===== config.mk =====
export PLATFORM = sky130hd
export DESIGN_NAME = picorv32_bram_responder
export DESIGN_NICKNAME = d
export VERILOG_FILES = /design/src/rtl/picorv32_bram_responder.sv
export SDC_FILE = /design/constraint.sdc
export NUM_CORES = 1
export LEC_CHECK = 0
export CAP_MARGIN = 25
export CORE_MARGIN = 3
export CORE_UTILIZATION = 35
export CTS_CLUSTER_DIAMETER = 80
export DETAILED_ROUTE_END_ITERATION = 8
export GPL_TIMING_DRIVEN = 0
export PLACE_DENSITY_LB_ADDON = 0.05
export SKIP_CTS_REPAIR_TIMING = 1
export SYNTH_ARGS = -nofsm -noshare
export SYNTH_HDL_FRONTEND = slang
export SYNTH_SLANG_ARGS = --single-unit

===== constraint.sdc =====
create_clock -name clk -period 3 [get_ports clk]
set_clock_uncertainty 0.2 [all_clocks]
set_input_delay 0.6 -clock clk [delete_from_list [all_inputs] [get_ports clk]]
set_output_delay 0.6 -clock clk [all_outputs]
set_load 0.1 [all_outputs]

===== src/rtl/picorv32_bram_responder.sv =====
// Responder between the picorv32 native memory bus and one byte-writable BRAM port.
// Define BRAM_OUTREG_EN when the BRAM output register is enabled; this adds one read wait state.
module picorv32_bram_responder #(
  parameter logic [31:0] BASE_ADDR = 32'h0000_0000,
  parameter int          ADDR_BITS = 13
) (
  input  logic        clk,
  input  logic        rst,
  input  logic        mem_valid,
  input  logic        mem_instr,
  input  logic [31:0] mem_addr,
  input  logic [31:0] mem_wdata,
  input  logic [3:0]  mem_wstrb,
  output logic        mem_ready,
  output logic [31:0] mem_rdata,
  output logic        hit,
  output logic [15:0] bram_ad,
  output logic [31:0] bram_di,
  output logic [3:0]  bram_wre,
  output logic        bram_sel,
  input  logic [31:0] bram_do
);

  localparam logic [31:0] WIN_MASK = (32'd1 << ADDR_BITS) - 32'd1;
  localparam logic [31:0] HI_MASK  = ~WIN_MASK;
  localparam logic [15:0] AD_MASK  = WIN_MASK[15:0];

`ifdef BRAM_OUTREG_EN
  typedef enum logic [2:0] {IDLE, ACCESS, RD_WAIT, RD_DATA, RESP} state_t;
`else
  typedef enum logic [2:0] {IDLE, ACCESS, RD_DATA, RESP} state_t;
`endif

  state_t state_q, state_d;
  logic   wr_q;

  // Handshake: a request is taken when mem_valid is high on an IDLE edge and the
  // address decodes; mem_ready answers it with exactly one high cycle. mem_valid is
  // never sampled outside IDLE, so a request held across RESP is not taken twice.
  logic unused_instr;
  assign unused_instr = mem_instr;

  assign hit = mem_valid && (((mem_addr ^ BASE_ADDR) & HI_MASK) == 32'd0);

  always_ff @(posedge clk or posedge rst) begin
    if (rst) state_q <= IDLE;
    else     state_q <= state_d;
  end

  always_comb begin
    state_d = state_q;
    case (state_q)
      IDLE:    if (hit) state_d = ACCESS;
`ifdef BRAM_OUTREG_EN
      ACCESS:  state_d = wr_q ? RESP : RD_WAIT;
      RD_WAIT: state_d = RD_DATA;
`else
      ACCESS:  state_d = wr_q ? RESP : RD_DATA;
`endif
      RD_DATA: state_d = RESP;
      RESP:    state_d = IDLE;
      default: state_d = IDLE;
    endcase
  end

  always_ff @(posedge clk or posedge rst) begin
    if (rst) begin
      mem_ready <= 1'b0;
      mem_rdata <= 32'd0;
      bram_ad   <= 16'd0;
      bram_di   <= 32'd0;
      bram_wre  <= 4'd0;
      bram_sel  <= 1'b0;
      wr_q      <= 1'b0;
    end else begin
      mem_ready <= 1'b0;
      case (state_q)
        IDLE: begin
          if (hit) begin
            bram_ad  <= mem_addr[15:0] & AD_MASK;
            bram_di  <= mem_wdata;
            bram_wre <= mem_wstrb;
            bram_sel <= 1'b1;
            wr_q     <= |mem_wstrb;
          end
        end
        ACCESS: begin
          // The BRAM samples the port on this edge; select and strobes become one-cycle pulses.
          bram_sel <= 1'b0;
          bram_wre <= 4'd0;
          if (wr_q) mem_ready <= 1'b1;
        end
        RD_DATA: begin
          mem_rdata <= bram_do;
          mem_ready <= 1'b1;
        end
        default: ;
      endcase
    end
  end

endmodule


==> qor.yml <==
gr-usage-met2_pct: 26.3
clock.fmax_mhz: 336
layout_setup_ws_ns: 0.0274
n_antenna_cell: 0
grt_pass1_wl_mm: 14.3
antenna_found_initial: 0
arrival_ns: 2.17
clk_latency_ns: 0.34
start_util_pct: 36.9
clkPwrFrac_pct: 42.2
grt_usage_pct: 15.9
holdWs_ns: 0.296
totalNegativeSetupSlack_ns: 0
htree_levels: 3
outcome: "completed"
yosys.area.top_type: "dfrtp_1"
clockBufferDepth: 2
ys_seq_elements: 86
place_congestion: 0.730
ys_seq_area_share_pct: 61.4
nets: 542
hold_class: "reg -> reg"
switching_power_w: 0.000476
crit_type: "in -> out"
yosysTopAreaCellShare_pct: 61.4
drt-initial-drc-count: 22
p_int_w: 0.00186
yosys_warnings: 0
core_area_sq_um: 9500
drive_gt1_share_pct: 26.4
route.vias.total: 2631
cts_buffers: 9
top_usage_layer: "met2"
slew_headroom_pct: 32.2
cts_root_buffer: "clkbuf_8"
syn_area_sq_um: 3510
place_area_sq_um: 5580
area_growth_pct: 68.2
yosys.cell_types.count: 28
fp-row-count: 35
place_inst: 546
vdd_drop_max_v: 0.000263
grt_use_met3_pct: 7.29
dp_worst_setup_slack_ns: -1.01
vias_per_cell: 4.63
io_pins: 191
met1_usage_pct: 18.3
grt_max_degree: 35
syn_inst: 227
min_period_over_period_pct: 99.1
cp-end-kind: "output port"
die_area_sq_um: 11300
comb_power_share_pct: 8.3
die_w_um: 106
die_h_um: 106
drv_slew: 0
power_density_nw_per_um2: 397
wl_per_cell_um: 15.7
gr-total-overflow: 0
cts.sinks: 86
tightestPinTransition_ns: 1.01
r2r-start: "state_q[0]"
p_seq_share_pct: 49.5
crit_path_start_kind: "input pin"
synthTopCellsByArea: "dfrtp_1 (61%), mux2_2 (24%), o211ai_1 (1.7%)"
startpoint: "mem_addr[19]"
final_cells: 568
grt_pass1_vias: 2813
hold_start: "bram_ad[5]"
p_leak_nw: 2.63
cp_data_required_time_ns: 2.20
drt.antenna.violating_nets: 0
maxCapViolCount: 0
path_clk_slew_ns: 0.08
dr.pass1.iters: 4
cts_tree: "done"
drc: 0
io_buffers: 186
final_cell_area_sq_um: 5900
syn_avg_cell_area_sq_um: 15.4
final-hold-violation-count: 0
crit_fanout: 7
hpwl_mm: 6.96
fin_crit_ns: 2.97
routed_wl_mm: 8.93
setup_viol: 0
switching_share_pct: 20.4
through the flow:
step / total power, W / utilization (%)
5_1_grt: 0.00243 / 62.1
2_1_floorplan: 0.00123 / -
3_3_place_gp: 0.00137 / 58.3
3_5_place_dp: 0.00138 / 58.7
4_1_cts: 0.00237 / 61.3
6_report: 0.00234 / 62.1
layout make-up:
type                       instances  area [sq um]
fill                             801          3600
sequential                        86          2150
timing repair buffer             194          1960
multi-input combinational        126          1280
tap                              129           161
clock buffer                      11           141
clock inverter                     5           106
buffer                            13          82.6
inverter                           4          18.8
layer usage:
layer  share of wire (%)  vias up
li1                    -     1221
met1                  39     1283
met2                  48      118
met3                  11        9
met5                   0        -
met4                 1.2        0
worst max-delay path: stages:
cell and delay, ns:
clkdlybuf4s50_1 0.42, nor4_1 0.37, nand2_2 0.14, or2_0 0.26, buf_6 0.15, inv_2 0.06
buf_12 0.16
state kept, by name, indices dropped and copies added, names as in the netlist:
name       cells
bram_di       32
mem_rdata     32
bram_ad       13
bram_wre       4
state_q        2
bram_sel       1
mem_ready      1
wr_q           1
power groups by stage:
stage | Sequential [W] | Clock, W | Combinational (W)
detailed placement | 0.00118 | 0 | 0.000196
floorplan | 0.00118 | 0 | 0.0000432
global placement | 0.00118 | 0 | 0.000187
finish | 0.00116 | 0.000988 | 0.000195
CTS | 0.00116 | 0.00102 | 0.000197
global route | 0.00116 | 0.00106 | 0.000210
cells in the mapped netlist:
cell type,instances
nor2_1,1
nor4_4,2
nor4_2,1
nand3_2,1
nand3b_1,4
ha_1,4
dfrtp_1,86
nand3_1,2
nand2_1,5
nor4b_1,3
nor4b_2,1
nor2b_1,2
nor3_1,1
inv_1,4
nor2_4,1
or2_0,1
o211ai_1,8
buf_4,7
nor4_1,2
clkbuf_1,5
conb_1,1
mux2_2,75
mux2_1,4
a311o_1,2
or4_1,1
a21oi_1,1
o21ai_0,1
buf_6,1
logic make-up after synthesis:
| kind of cell | after synthesis | share of synthesized area (%) |
|---|---|---|
| buffers and inverters | 17 | 2.78 |
| flip-flops | 86 | 61.4 |
| multiplexers | 79 | 25.4 |
| AO/OA/AOI/OAI | 12 | 2.57 |
| AND/OR/NAND/NOR | 28 | 6.39 |
| adder cells (fa/ha/maj) | 4 | 1.43 |
| other | 1 | 0.107 |
path summary, 6_finish.rpt:
| check | end | slack, ns | cells after the start |
|---|---|---|---|
| setup reg to reg | mem_rdata[26] | 0.87 | 5 |
| min in group asynchronous | bram_di[18] | 0.45 | 2 |
| max in group asynchronous | mem_ready | 1.36 | 4 |
| hold / removal | bram_ad[5] | 0.30 | 1 |
| hold reg to reg | bram_ad[5] | 0.30 | 1 |
| setup / recovery | hit | 0.03 | 7 |
layout by cell type, fill, tap and decap left out:
master,netlist,layout
a21oi_1,1,1
a311o_1,2,2
buf_12,0,3
buf_4,7,13
buf_6,1,1
bufinv_16,0,3
clkbuf_1,5,6
clkbuf_8,0,10
clkdlybuf4s50_1,0,183
clkinv_4,0,1
clkinvlp_4,0,2
conb_1,1,3
dfrtp_1,86,86
dlymetal6s2s_1,0,2
ha_1,4,4
inv_1,4,2
inv_2,0,1
mux2_1,4,4
mux2_2,75,75
nand2_1,5,4
nand2_2,0,1
nand3_1,2,2
nand3_2,1,1
nand3b_1,4,4
nor2_1,1,1
nor2_4,1,1
nor2b_1,2,2
nor3_1,1,1
nor4_1,2,2
nor4_4,2,3
nor4b_1,3,3
nor4b_2,1,1
o211ai_1,8,8
o21ai_0,1,1
or2_0,1,1
or4_1,1,1
(Power assumes the default switching activity.)
